[src/rtl/dmem_arb_pkg.sv]
// Shared types and constants for the two-requester data-memory arbiter.
// Holds the FSM state enum, funct3 encodings, requester indices and the alignment check.
package dmem_arb_pkg;

    typedef enum logic [1:0] {
        ST_IDLE   = 2'd0,
        ST_ACCESS = 2'd1,
        ST_RESP   = 2'd2
    } arbState_e;

    localparam logic [2:0] F3_LB  = 3'd0;
    localparam logic [2:0] F3_LH  = 3'd1;
    localparam logic [2:0] F3_LW  = 3'd2;
    localparam logic [2:0] F3_LBU = 3'd4;
    localparam logic [2:0] F3_LHU = 3'd5;

    localparam logic CORE = 1'b0;
    localparam logic DMA  = 1'b1;

    // funct3[1:0] encodes the access size: 0 = byte, 1 = half, 2 = word.
    function automatic logic isMisaligned(input logic [1:0] size, input logic [1:0] addrLsb);
        return ((size == 2'd1) && addrLsb[0]) || ((size == 2'd2) && (addrLsb != 2'b00));
    endfunction

endpackage

[src/rtl/dmem_arb_picker.sv]
// Combinational grant selection: turns the request vector and the last grant into a one-hot grant.
// When both request, the one that was not granted last wins; a fixed lastGrant of DMA gives core priority.
module dmem_arb_picker
    import dmem_arb_pkg::*;
(
    input  logic [1:0] valid_i,
    input  logic       lastGrant_i,
    output logic [1:0] grant_o
);

    always_comb begin
        grant_o    = 2'b00;
        grant_o[0] = valid_i[0] && (!valid_i[1] || (lastGrant_i == DMA));
        grant_o[1] = valid_i[1] && (!valid_i[0] || (lastGrant_i == CORE));
    end

endmodule

[src/rtl/dmem_arbiter.sv]
// Arbitrates core LSU and DMA onto one data-memory port, one access in flight (IDLE -> ACCESS -> RESP).
// Define DMEM_ARB_RR_EN for round-robin; otherwise the core has fixed priority over the DMA.
module dmem_arbiter
    import dmem_arb_pkg::*;
#(
    parameter int ADDR_W = 32,
    parameter int DATA_W = 32
) (
    input  logic                   clk,
    input  logic                   resetN,
    input  logic [1:0]             reqValid,
    output logic [1:0]             reqReady,
    input  logic [1:0]             reqWrite,
    input  logic [1:0][ADDR_W-1:0] reqAddress,
    input  logic [1:0][2:0]        reqFunct3,
    input  logic [1:0][DATA_W-1:0] reqWriteData,
    output logic [1:0]             rspValid,
    output logic [DATA_W-1:0]      rspData,
    output logic                   rspError,
    output logic [ADDR_W-1:0]      memAddress,
    output logic [2:0]             memFunct3,
    output logic                   memReadMemory,
    output logic                   memWriteMemory,
    output logic [DATA_W-1:0]      memWriteData,
    input  logic [DATA_W-1:0]      memReadData
);

    arbState_e         state_q, state_d;
    logic              gnt_q, gnt_d;
    logic              write_q, write_d;
    logic [ADDR_W-1:0] addr_q, addr_d;
    logic [2:0]        f3_q, f3_d;
    logic [DATA_W-1:0] wdata_q, wdata_d;
    logic [DATA_W-1:0] rspData_q, rspData_d;
    logic              rspError_q, rspError_d;
    logic [1:0]        grant;
    logic              lastGrant;
    logic              accept;
    logic              misaligned;

`ifdef DMEM_ARB_RR_EN
    logic lastGrant_q;

    always_ff @(posedge clk or negedge resetN) begin
        if (!resetN) begin
            lastGrant_q <= DMA;
        end else if (accept) begin
            lastGrant_q <= grant[1];
        end
    end

    assign lastGrant = lastGrant_q;
`else
    assign lastGrant = DMA;
`endif

    dmem_arb_picker uPicker (
        .valid_i     (reqValid),
        .lastGrant_i (lastGrant),
        .grant_o     (grant)
    );

    // resetN gates acceptance so nothing is granted while reset is held.
    assign accept     = (state_q == ST_IDLE) && resetN && (|reqValid);
    assign misaligned = isMisaligned(f3_q[1:0], addr_q[1:0]);

    always_comb begin
        state_d        = state_q;
        gnt_d          = gnt_q;
        write_d        = write_q;
        addr_d         = addr_q;
        f3_d           = f3_q;
        wdata_d        = wdata_q;
        rspData_d      = rspData_q;
        rspError_d     = rspError_q;
        reqReady       = 2'b00;
        rspValid       = 2'b00;
        memAddress     = '0;
        memFunct3      = 3'd0;
        memReadMemory  = 1'b0;
        memWriteMemory = 1'b0;
        memWriteData   = '0;
        case (state_q)
            ST_IDLE: begin
                if (accept) begin
                    reqReady = grant;
                    gnt_d    = grant[1];
                    write_d  = reqWrite[grant[1]];
                    addr_d   = reqAddress[grant[1]];
                    f3_d     = reqFunct3[grant[1]];
                    wdata_d  = reqWriteData[grant[1]];
                    state_d  = ST_ACCESS;
                end
            end
            ST_ACCESS: begin
                memAddress     = addr_q;
                memFunct3      = f3_q;
                memWriteData   = wdata_q;
                memReadMemory  = !write_q && !misaligned;
                memWriteMemory = write_q && !misaligned;
                rspError_d     = misaligned;
                rspData_d      = (write_q || misaligned) ? '0 : memReadData;
                state_d        = ST_RESP;
            end
            ST_RESP: begin
                rspValid = gnt_q ? 2'b10 : 2'b01;
                state_d  = ST_IDLE;
            end
            default: state_d = ST_IDLE;
        endcase
    end

    always_ff @(posedge clk or negedge resetN) begin
        if (!resetN) begin
            state_q    <= ST_IDLE;
            gnt_q      <= CORE;
            write_q    <= 1'b0;
            addr_q     <= '0;
            f3_q       <= 3'd0;
            wdata_q    <= '0;
            rspData_q  <= '0;
            rspError_q <= 1'b0;
        end else begin
            state_q    <= state_d;
            gnt_q      <= gnt_d;
            write_q    <= write_d;
            addr_q     <= addr_d;
            f3_q       <= f3_d;
            wdata_q    <= wdata_d;
            rspData_q  <= rspData_d;
            rspError_q <= rspError_d;
        end
    end

    assign rspData  = (state_q == ST_RESP) ? rspData_q : '0;
    assign rspError = (state_q == ST_RESP) && rspError_q;

endmodule

[config.mk]
export PLATFORM = sky130hd
export DESIGN_NAME = dmem_arbiter
export DESIGN_NICKNAME = d
export VERILOG_FILES = /design/src/rtl/dmem_arb_pkg.sv /design/src/rtl/dmem_arb_picker.sv /design/src/rtl/dmem_arbiter.sv
export SDC_FILE = /design/constraint.sdc
export NUM_CORES = 1
export LEC_CHECK = 0
export CAP_MARGIN = 25
export CORE_AREA = 2 2 120 122
export CTS_CLUSTER_SIZE = 40
export DETAILED_ROUTE_END_ITERATION = 7
export DIE_AREA = 0 0 122 124
export PLACE_DENSITY_LB_ADDON = 0.05
export SLEW_MARGIN = 30
export SYNTH_ARGS = -nofsm -noshare
export SYNTH_HDL_FRONTEND = slang
export SYNTH_SLANG_ARGS = --single-unit
[constraint.sdc]
create_clock -name clk -period 2.2 [get_ports clk]
set_clock_uncertainty 0.05 [all_clocks]
set_input_delay 0.44 -clock clk [delete_from_list [all_inputs] [get_ports clk]]
set_output_delay 0.44 -clock clk [all_outputs]
set_load 0.01 [all_outputs]
==> impl_results.md <==
* Status: complete, no violations
* P_leak at 0.00406 uW
* Top-count cell post-synth: mux2_2
* Area after DPL at 8480 sq um
* Worst Setup Start Kind: flip-flop
* R2R cell count at 5
* Area of the multi-input gates at 2630 sq um
* Syn Area/Cell at 12.7 sq um
* Area contributors post-synth: dfrtp_1 (48%), mux2_2 (28%), and2_1 (12%), a22o_1 (4.2%), buf_6 (1.7%)
* Gr busiest metal: met2
* Max Fclk at 464 MHz
* Met3 Usage GRT at 5.91%
* Peak VDD IR at 0.394 mV
* Number of remaining DRC errors at 0
* Pwr Density at 715 nW/um^2
* Initial antenna violation count at 0
* Tightest Pin Transition at 0.681 ns
* Fraction of registers with async set or reset after synthesis at 100%
* Core region area at 13700 sq um
* Drt first-iter violations at 125
* Clk sinks at 104
* Critical path class: flip-flop to primary output
* Utilization after layout at 63.9%
* I/O pin count at 278
* TritonCTS Buffers at 9
* # port buffers at 277
* Min Hold Slack at 0.0689 ns
* DR pass1 iterations at 3
* Antenna fix cells at 0
* Number of global-route vias before repair at 4540
* Clk slew on worst S/H paths at 0.07 ns
* CP cell instances: nand2b_4 -> inv_8 -> bufbuf_16 -> and2_1 -> clkdlybuf4s15_1
* Tcrit/Tclk final at 97.9%
* Unrepaired setup endpoints after global routing: no
* # fillers at 1182
* Post-DRT Antenna Nets at 0
* Synth cell types at 21
* CP max-delay cell: dfrtp_2
* CTS tree: done
* CP max stage delay at 0.45 ns
* Clock Latency Late Sink at 0.35 ns
* Max-cap viol count at 0
* Mapped cell area at 5400 sq um
* Fin. Hold Viols at 0
* CP arrival at 1.66 ns
* Largest net degree at the start of global routing at 73
* Ys Warns at 0
* P&R area growth vs syn at 62.5%
* Final wirelength at 15.5 mm
* Mux share of post-synthesis cell area at 28.4%
* Hold Buf Count CTS at 0
* First-pass GRT wire length at 23.4 mm
* GR Util All Layers at 20.3%
* H-tree levels at 3
* Cell Rows at 43
* Worst flop-to-flop path startpoint: state_q[1]
* Worst EP required at 1.71 ns
* PnR worst setup slack at 0.0459 ns
* Met2 Usage GRT at 36.6%
* CP delay by family, top: buffers and inverters
* GR Layer Usage met1 at 22.7%
* Post-Synth XOR/XNOR Area at 0.162%
* Die area at 15100 sq um
* Area share of the largest cell type after synthesis at 48.2%
* Place WS at -0.0831 ns
* Critical path fanouts, max at 12
* Initial Util at 39.3%
* Final Max Tran Viols at 0
* Syn Nets at 597
* Register area at 2600 sq um
* Post-synthesis sequential area ratio at 48.2%
* Total number of vias at 4313
* Final #Nets at 879
* Flops & latches, synth at 104
* Share of cells above drive strength 1 at 29.4%
* Final Critical Period at 2.15 ns
* R2r endpoint: wdata_q[22]
* Post-synth top area cell: dfrtp_1
* EDFF count, synth at 0
* Buffer type at the clock tree root: clkbuf_16
* Relative slew slack at 54.6%
* DIE HEIGHT at 124 um
* R2R Setup Slk at 0.37 ns
* DP Wirelength at 11.3 mm
* Chip width at 122 um
* Cell area after layout at 8770 sq um
* Min-Delay Path Class: input port to asynchronous set/reset pin
* WP buf/inv at 3
* Post-synthesis cell count at 425
* Post-synthesis compound-gate area fraction at 6.17%
* Area share of fa/ha/maj cells after synthesis at 0%
* Final setup violating endpoints at 0
* Via density at 4.84
* Synth top cells by count: mux2_2 (136), dfrtp_1 (104), and2_1 (102), a22o_1 (26), clkbuf_1 (13)
* Simple-gate share of the synthesized area at 13.3%
* GP Congestion at 0.758
* Most used DFF post-synth: dfrtp_1
* Worst setup EP type: primary output
* Routed wire per std cell at 17.4 um
* Total grt overflow at 0
* Largest family of logic cells by synthesized area: multiplexers
* Longest Clk Path Bufs at 2
==> what timing repair did <==
| item | CTS | global route |
|---|---|---|
| pin swaps | 0 | 1 |
| gates resized for setup | 131 | 16 |
| buffers inserted | 0 | 2 |
| gates cloned | 2 | 0 |
| endpoints found under the setup margin | 106 | 17 |
==> worst reg2reg max path: stages (launching register included) <==
cell     delay, ns
dfrtp_1       0.37
buf_4         0.14
nor3b_4       0.26
o21a_4        0.28
buf_12        0.24
mux2_2        0.37
==> where the power goes <==
part           total [uW]  switching (uW)  internal (uW)  leakage [uW]
clock                1730             736            997      0.000148
combinational        1830             668           1160       0.00264
sequential           2710             256           2450       0.00127
total                6270            1660           4610       0.00406
==> state kept, by name (all words and copies together), names as in the netlist <==
| signal | cells |
|---|---|
| wdata_q | 32 |
| rspData_q | 32 |
| f3_q | 3 |
| state_q | 2 |
| rspError_q | 1 |
| write_q | 1 |
| addr_q | 32 |
| gnt_q | 1 |
==> logic make-up after synthesis <==
family / Yosys count
buf+inv: 34
mux: 136
xor+xnor: 1
simple gates: 114
flops: 104
compound gates: 36
==> layout by cell type, fill, tap and decap left out, drive strengths merged, types with 6 or more instances in the layout <==
cell type        n
clkdlybuf4s15    6
dfrtp          104
clkbuf          17
mux2           136
buf             29
dlygate4sd2     88
clkdlybuf4s50  170
and2           103
a22o            32
==> cell type report <==
type	count	share of cell area [%]
clock buffers	9	2.57
inverters	1	0.128
well taps	180	2.57
repair buffers	304	34.0
flip-flops and latches	104	29.7
clock inverters	7	1.10
multi-input cells	287	30.0
==> worst max path at each step <==
stage                            from              to  slack [ns]  cells after the start
after detailed placement  reqValid[1]     reqReady[1]       -0.08                      4
after global placement    reqValid[1]     reqReady[1]       -0.06                      4
final                      state_q[0]  memAddress[21]        0.05                      5
after CTS                  state_q[1]     reqReady[0]       -0.21                      4
after global routing       state_q[1]      rspData[0]      0.0006                      5
after floorplan            state_q[1]  memAddress[10]        0.32                      6
==> through the flow <==
step	power (uW)	std cells	setup TNS, ns
final	6270	892	0
after global routing	6610	892	0
after CTS	6350	890	-0.390
after detailed placement	4670	872	-1.15
after global placement	4600	872	-0.385
after floorplan	3690	425	0
==> metal layers <==
layer / vias up / wire length, um
met5: - / 0
met4: 0 / 333
met3: 24 / 1370
met2: 166 / 7820
met1: 2077 / 6020
li1: 2046 / -
Power figures use the tool's default switching activity.
